**config.mk**
```make
export PLATFORM = sky130hd
export DESIGN_NAME = tlul_host_reg_adapter
export DESIGN_NICKNAME = d
export VERILOG_FILES = /design/src/rtl/tlul_host_reg_adapter.sv
export SDC_FILE = /design/constraint.sdc
export NUM_CORES = 1
export LEC_CHECK = 0
export ABC_AREA = 1
export CAP_MARGIN = 0
export CORE_UTILIZATION = 30
export CTS_CLUSTER_DIAMETER = 40
export DETAILED_ROUTE_END_ITERATION = 10
export PLACE_DENSITY_LB_ADDON = 0.2
export SLEW_MARGIN = 20
export SYNTH_ARGS = -nofsm -noshare
export SYNTH_HDL_FRONTEND = slang
export SYNTH_SLANG_ARGS = --single-unit
export TNS_END_PERCENT = 10
```
**constraint.sdc**
```tcl
create_clock -name clk_i -period 1.4 [get_ports clk_i]
set_input_delay 0.28 -clock clk_i [delete_from_list [all_inputs] [get_ports clk_i]]
set_output_delay 0.28 -clock clk_i [all_outputs]
set_load 0.01 [all_outputs]
```
**src/rtl/tlul_host_reg_adapter.sv**
```systemverilog
// Single-word register host port to TL-UL initiator, one outstanding access with optional D timeout.
// Optional D-beat source/size/opcode checking enabled by defining TLUL_HOST_RSP_CHK_EN.

package tlul_pkg;
   localparam int TL_AW  = 32;
   localparam int TL_DW  = 32;
   localparam int TL_AIW = 8;
   localparam int TL_DIW = 1;
   localparam int TL_SZW = 2;
   localparam int TL_DBW = TL_DW / 8;
   localparam int TL_AUW = 16;
   localparam int TL_DUW = 16;

   localparam logic [2:0] PutFullData    = 3'h0;
   localparam logic [2:0] PutPartialData = 3'h1;
   localparam logic [2:0] Get            = 3'h4;
   localparam logic [2:0] AccessAck      = 3'h0;
   localparam logic [2:0] AccessAckData  = 3'h1;

   typedef struct packed {
      logic              a_valid;
      logic [2:0]        a_opcode;
      logic [2:0]        a_param;
      logic [TL_SZW-1:0] a_size;
      logic [TL_AIW-1:0] a_source;
      logic [TL_AW-1:0]  a_address;
      logic [TL_DBW-1:0] a_mask;
      logic [TL_DW-1:0]  a_data;
      logic [TL_AUW-1:0] a_user;
      logic              d_ready;
   } tl_h2d_t;

   typedef struct packed {
      logic              d_valid;
      logic [2:0]        d_opcode;
      logic [2:0]        d_param;
      logic [TL_SZW-1:0] d_size;
      logic [TL_AIW-1:0] d_source;
      logic [TL_DIW-1:0] d_sink;
      logic [TL_DW-1:0]  d_data;
      logic [TL_DUW-1:0] d_user;
      logic              d_error;
      logic              a_ready;
   } tl_d2h_t;
endpackage

module tlul_host_reg_adapter
   import tlul_pkg::*;
#(
   parameter int          AW            = 32,
   parameter int          DW            = 32,
   parameter int unsigned SourceId      = 0,
   parameter int unsigned TimeoutCycles = 0
) (
   input  logic            clk_i,
   input  logic            rst_ni,
   input  logic            req_i,
   output logic            gnt_o,
   input  logic            we_i,
   input  logic [AW-1:0]   addr_i,
   input  logic [DW-1:0]   wdata_i,
   input  logic [DW/8-1:0] be_i,
   output logic            valid_o,
   output logic [DW-1:0]   rdata_o,
   output logic            err_o,
   output logic            busy_o,
   output logic            rsp_err_o,
   output tl_h2d_t         tl_o,
   input  tl_d2h_t         tl_i
);

   localparam logic [2:0] IDLE  = 3'd0;
   localparam logic [2:0] AREQ  = 3'd1;
   localparam logic [2:0] ARSP  = 3'd2;
   localparam logic [2:0] DRAIN = 3'd3;
   localparam logic [2:0] LERR  = 3'd4;

   localparam int CW = (TimeoutCycles > 1) ? $clog2(TimeoutCycles) : 1;

   logic [2:0]      state_q, state_d;
   logic            we_q;
   logic [AW-1:0]   addr_q;
   logic [DW-1:0]   wdata_q;
   logic [DW/8-1:0] be_q;
   logic [CW-1:0]   cnt_q;
   logic            valid_q, err_q;
   logic [DW-1:0]   rdata_q;

   logic            local_err, a_fire, d_take, timeout_hit, chk_fail, rsp_bad;
   logic [AW-1:0]   addr_aligned;

   assign gnt_o     = req_i & (state_q == IDLE);
   assign busy_o    = (state_q != IDLE);
   assign local_err = we_i & (be_i == '0);
   assign a_fire    = (state_q == AREQ) & tl_i.a_ready;
   assign d_take    = (state_q == ARSP) & tl_i.d_valid;

   // A valid D beat in the firing cycle takes precedence over the timeout.
   assign timeout_hit = (TimeoutCycles != 0) && (state_q == ARSP) && !tl_i.d_valid &&
                        (cnt_q == CW'(TimeoutCycles - 1));

`ifdef TLUL_HOST_RSP_CHK_EN
   logic rsp_err_q;

   assign chk_fail = (tl_i.d_source != TL_AIW'(SourceId)) ||
                     (tl_i.d_size != TL_SZW'(2)) ||
                     (tl_i.d_opcode != (we_q ? AccessAck : AccessAckData));

   always_ff @(posedge clk_i or negedge rst_ni) begin
      if (!rst_ni) begin
         rsp_err_q <= 1'b0;
      end else if (d_take && chk_fail) begin
         rsp_err_q <= 1'b1;
      end
   end

   assign rsp_err_o = rsp_err_q;

   logic unused_d;
   assign unused_d = ^{tl_i.d_param, tl_i.d_sink, tl_i.d_user};
`else
   assign chk_fail  = 1'b0;
   assign rsp_err_o = 1'b0;

   logic unused_d;
   assign unused_d = ^{tl_i.d_param, tl_i.d_sink, tl_i.d_user,
                       tl_i.d_opcode, tl_i.d_size, tl_i.d_source};
`endif

   assign rsp_bad = tl_i.d_error | chk_fail;

   always_comb begin
      state_d = state_q;
      case (state_q)
         IDLE: begin
            if (req_i) begin
               state_d = local_err ? LERR : AREQ;
            end
         end
         AREQ: begin
            if (tl_i.a_ready) begin
               state_d = ARSP;
            end
         end
         ARSP: begin
            if (tl_i.d_valid) begin
               state_d = IDLE;
            end else if (timeout_hit) begin
               state_d = DRAIN;
            end
         end
         DRAIN: begin
            if (tl_i.d_valid) begin
               state_d = IDLE;
            end
         end
         LERR:    state_d = IDLE;
         default: state_d = IDLE;
      endcase
   end

   always_ff @(posedge clk_i or negedge rst_ni) begin
      if (!rst_ni) begin
         state_q <= IDLE;
         we_q    <= 1'b0;
         addr_q  <= '0;
         wdata_q <= '0;
         be_q    <= '0;
         cnt_q   <= '0;
         valid_q <= 1'b0;
         err_q   <= 1'b0;
         rdata_q <= '0;
      end else begin
         state_q <= state_d;
         valid_q <= 1'b0;

         if (gnt_o) begin
            we_q    <= we_i;
            addr_q  <= addr_i;
            wdata_q <= wdata_i;
            be_q    <= be_i;
         end

         if (a_fire) begin
            cnt_q <= '0;
         end else if ((state_q == ARSP) && !tl_i.d_valid) begin
            cnt_q <= cnt_q + CW'(1);
         end

         if (gnt_o && local_err) begin
            valid_q <= 1'b1;
            err_q   <= 1'b1;
            rdata_q <= '1;
         end else if (d_take) begin
            valid_q <= 1'b1;
            err_q   <= rsp_bad;
            rdata_q <= (rsp_bad || we_q) ? '1 : DW'(tl_i.d_data);
         end else if (timeout_hit) begin
            valid_q <= 1'b1;
            err_q   <= 1'b1;
            rdata_q <= '1;
         end
      end
   end

   assign valid_o = valid_q;
   assign err_o   = err_q;
   assign rdata_o = rdata_q;

   assign addr_aligned = {addr_q[AW-1:2], 2'b00};

   always_comb begin
      tl_o           = '0;
      tl_o.a_valid   = (state_q == AREQ);
      tl_o.a_opcode  = !we_q ? Get : ((be_q == '1) ? PutFullData : PutPartialData);
      tl_o.a_param   = 3'h0;
      tl_o.a_size    = TL_SZW'(2);
      tl_o.a_source  = TL_AIW'(SourceId);
      tl_o.a_address = TL_AW'(addr_aligned);
      tl_o.a_mask    = we_q ? TL_DBW'(be_q) : '1;
      tl_o.a_data    = we_q ? TL_DW'(wdata_q) : '0;
      tl_o.a_user    = '0;
      tl_o.d_ready   = (state_q == ARSP) || (state_q == DRAIN);
   end

endmodule

```
==> flow_summary.yaml <==
synthesis:
  yosys_register_bits: 104
  synth.cell_area_mm2: 0.004877
  netlist_top_cells_area: "sky130_fd_sc_hd__dfrtp_1 53%, sky130_fd_sc_hd__nand2_1 26%, sky130_fd_sc_hd__inv_1 5.8%"
  yosysWarningCount: 0
  post-synth-top-area-cell: "sky130_fd_sc_hd__dfrtp_1"
  ys_types: 18
  post_synth_most_frequent_cells: "339 x sky130_fd_sc_hd__nand2_1, 104 x sky130_fd_sc_hd__dfrtp_1, 75 x sky130_fd_sc_hd__inv_1, 37 x sky130_fd_sc_hd__nand3_1, 36 x sky130_fd_sc_hd__buf_4"
  postSynthAreaPerCell_um2: 7.633
  ys_async_sr_fraction: 1.000
  synth_cells: 639
  synth-main-ff-cell: "sky130_fd_sc_hd__dfrtp_1"
  netlist.area_leader.share: 0.5336
  seq_area_frac_synth: 0.5336
  synth.most_common_cell: "sky130_fd_sc_hd__nand2_1"
  synth_enable_flop_cells: 0
pwr:
  cellLeakagePower_nw: 4.294
  power.ir.vdd_worst_mv: 0.6515
  pwr_density_cell_mw_per_mm2: 1957
placed_design:
  gp_congestion: 0.7505
  dpl_worst_slack_ps: -454.1
  place.port_buffers: 210
  post-dp-hpwl_mm: 9.224
worst_setup_path:
  critical_path.endpoint_type: "output pin"
  rrSetupSlack_ps: -60
  timing_worst_setup_path_type: "flip-flop to output pin"
  cp_max_fo: 12
  timing.critical_path.from_type: "flip-flop"
  crit_start: "we_q"
  cpMaxStageDelayCell: "sky130_fd_sc_hd__dfrtp_2"
  reg2reg_depth: 9
  regToRegEndpoint: "addr_q[12]"
  worst_ep_arrival_time_ps: 1300
  critPathMaxStageDelay_ps: 460
  cp.required_ps: 1120
  cell_breakdown_of_the_critical_path: "buf_6, buf_12, nand2_1, inv_1, buf_2"
  reg2reg_start: "state_q[1]"
final_layout:
  filler_cell_count: 1639
  final_net_count: 1003
  antennaDiodeCount: 0
  area_growth_syn_to_layout_pct: 55.52
  post_route_cells_drive_above_1_share: 0.1521
route:
  route.detailed.vias_per_inst: 4.034
  drt_iter0_drcs: 196
  total_via_count_in_the_routed_design: 4373
  tritonroute_pass_1_iters: 4
  routedWlPerCell_um: 12.13
  wirelength_mm: 13.14
  ant_nets: 0
  total_drc_errors_in_the_routed_layout: 0
status:
  status: "complete, but fails checks"
  failed_checks: "setup timing"
worst_hold_path:
  hp-class: "primary input to async pin"
sta:
  report.final.slew_viol_count: 0
  fin_worst_hold_slack_ps: 302.2
  grt_setup_unrepaired: "yes"
  min_period_over_period: 1.129
  time_the_final_worst_path_needs_with_i_o_delays_and_setup_ps: 1580
  setup_viol: 99
  finalClockSkew_ps: 8.550
  final_hold_violation_count: 0
  timing.setup.tns_ps: -7469
  timing.final.ws_setup_ps: -180.4
  timing.fmax_ghz: 0.6327
die:
  std_cell_rows: 46
  starting_density_of_the_core: 0.3070
  core-area_mm2: 0.01589
  die_y_um: 129.5
  io-pin-count: 279
  fp.dieW_um: 129.5
  die_area_mm2: 0.01677
global_route:
  number_of_antenna_violations_at_the_first_check_in_global_routing: 0
  grt_usage: 0.1611
  largest_net_degree_at_the_start_of_global_routing: 52
  globalRouteOverflowTotal: 0
  grt_pass1_wl_mm: 20.96
  via_count_of_the_first_global_routing_pass: 4153
clock_network:
  ctsHtreeMaxLevel: 3
  clock_transition_time_at_the_flip_flop_clock_pins_of_the_worst_setup_and_hold_paths_ps: 70
  cts_tree: "done"
  clockBufferDepth: 2
  cts_made_buffers: 9
  clkLatencyLatePin_ps: 350
  cts-root-buf: "sky130_fd_sc_hd__clkbuf_16"
  total_number_of_clock_tree_sinks: 104
job:
  maxCapViolations: 0
## worst max-delay path: cells and delay by family, from the launching register on
family / cells / cell delay (ps)
simple gates: 1 / 60
buf+inv: 4 / 440
flops: 1 / 460
## cell usage in the layout, fill, tap and decap left out, types with 2 or more instances in the layout
cell | Yosys | final
sky130_fd_sc_hd__clkbuf_16 | 0 | 9
sky130_fd_sc_hd__buf_6 | 3 | 27
sky130_fd_sc_hd__buf_2 | 17 | 20
sky130_fd_sc_hd__clkinv_2 | 0 | 3
sky130_fd_sc_hd__or2_4 | 0 | 4
sky130_fd_sc_hd__dlygate4sd2_1 | 0 | 64
sky130_fd_sc_hd__nand2_4 | 0 | 2
sky130_fd_sc_hd__clkbuf_8 | 0 | 2
sky130_fd_sc_hd__buf_12 | 0 | 9
sky130_fd_sc_hd__nand2_1 | 339 | 324
sky130_fd_sc_hd__nand2_2 | 1 | 14
sky130_fd_sc_hd__conb_1 | 2 | 33
sky130_fd_sc_hd__dfrtp_1 | 104 | 103
sky130_fd_sc_hd__inv_2 | 3 | 11
sky130_fd_sc_hd__inv_1 | 75 | 65
sky130_fd_sc_hd__nor2_1 | 5 | 4
sky130_fd_sc_hd__nor2_4 | 2 | 3
sky130_fd_sc_hd__buf_4 | 36 | 19
sky130_fd_sc_hd__nand3_1 | 37 | 37
sky130_fd_sc_hd__clkdlybuf4s50_1 | 0 | 103
## metrics by stage
stage                 util  instance area [µm²]  cells  total power (W)
CTS                 0.4724                 7505   1086          0.01487
finish              0.4775                 7585   1084          0.01485
floorplan                -                 4994    670         0.008678
detailed placement  0.4579                 7273   1061          0.01287
global placement    0.4579                 7273   1061          0.01280
global route        0.4775                 7585   1084          0.01610
## per-layer routing
layer	share of wire	wire length, µm	GRT usage
met4	0.012	157	0.04856
met3	0.087	1144	0.06111
met2	0.47	6225	0.2669
met1	0.43	5617	0.1942
met5	0	0	0
## final cells by class
type,instances,area (µm²),share of cell area
Clock buffer,11,252.7,0.03332
Multi-Input combinational cell,425,1755,0.2314
Clock inverter,5,31.28,0.004124
Tap cell,216,270.3,0.03563
Timing Repair Buffer,245,2371,0.3126
Sequential cell,104,2604,0.3433
Inverter,78,300.3,0.03959
## worst max-delay path by stage
stage	to	slack, ps	depth (start not counted)
floorplan	wdata_q[11]	80	8
global placement	gnt_o	-450	4
detailed placement	gnt_o	-450	4
CTS	tl_o[25]	-300	6
global route	tl_o[20]	-250	5
finish	tl_o[17]	-180	5
## logic make-up after synthesis
family,synth area share
other cells,0.001540
simple gates,0.3158
flops,0.5336
compound gates,0.003849
buf+inv,0.1452
## state kept, by name (all words and copies together), names as in the netlist
name and count:
addr_q 30, be_q 4, err_o 1, rdata_o 32, state_q 3, valid_o 1, wdata_q 32, we_q 1
## where the power goes
| group | switching, W | internal, W | total, W |
|---|---|---|---|
| logic | 0.00367 | 0.00349 | 0.00716 |
| registers | 0.000811 | 0.00446 | 0.00528 |
| clock network | 0.00111 | 0.00130 | 0.00241 |
## timing repair
action	4_1_cts	5_1_grt
resized for setup	244	62
endpoints found under the setup margin	130	122
endpoints found under the hold margin	99	0
cloned	2	0
hold buffers	1	0
buffers inserted	6	1
pin swaps	0	1
(Power assumes the default switching activity.)
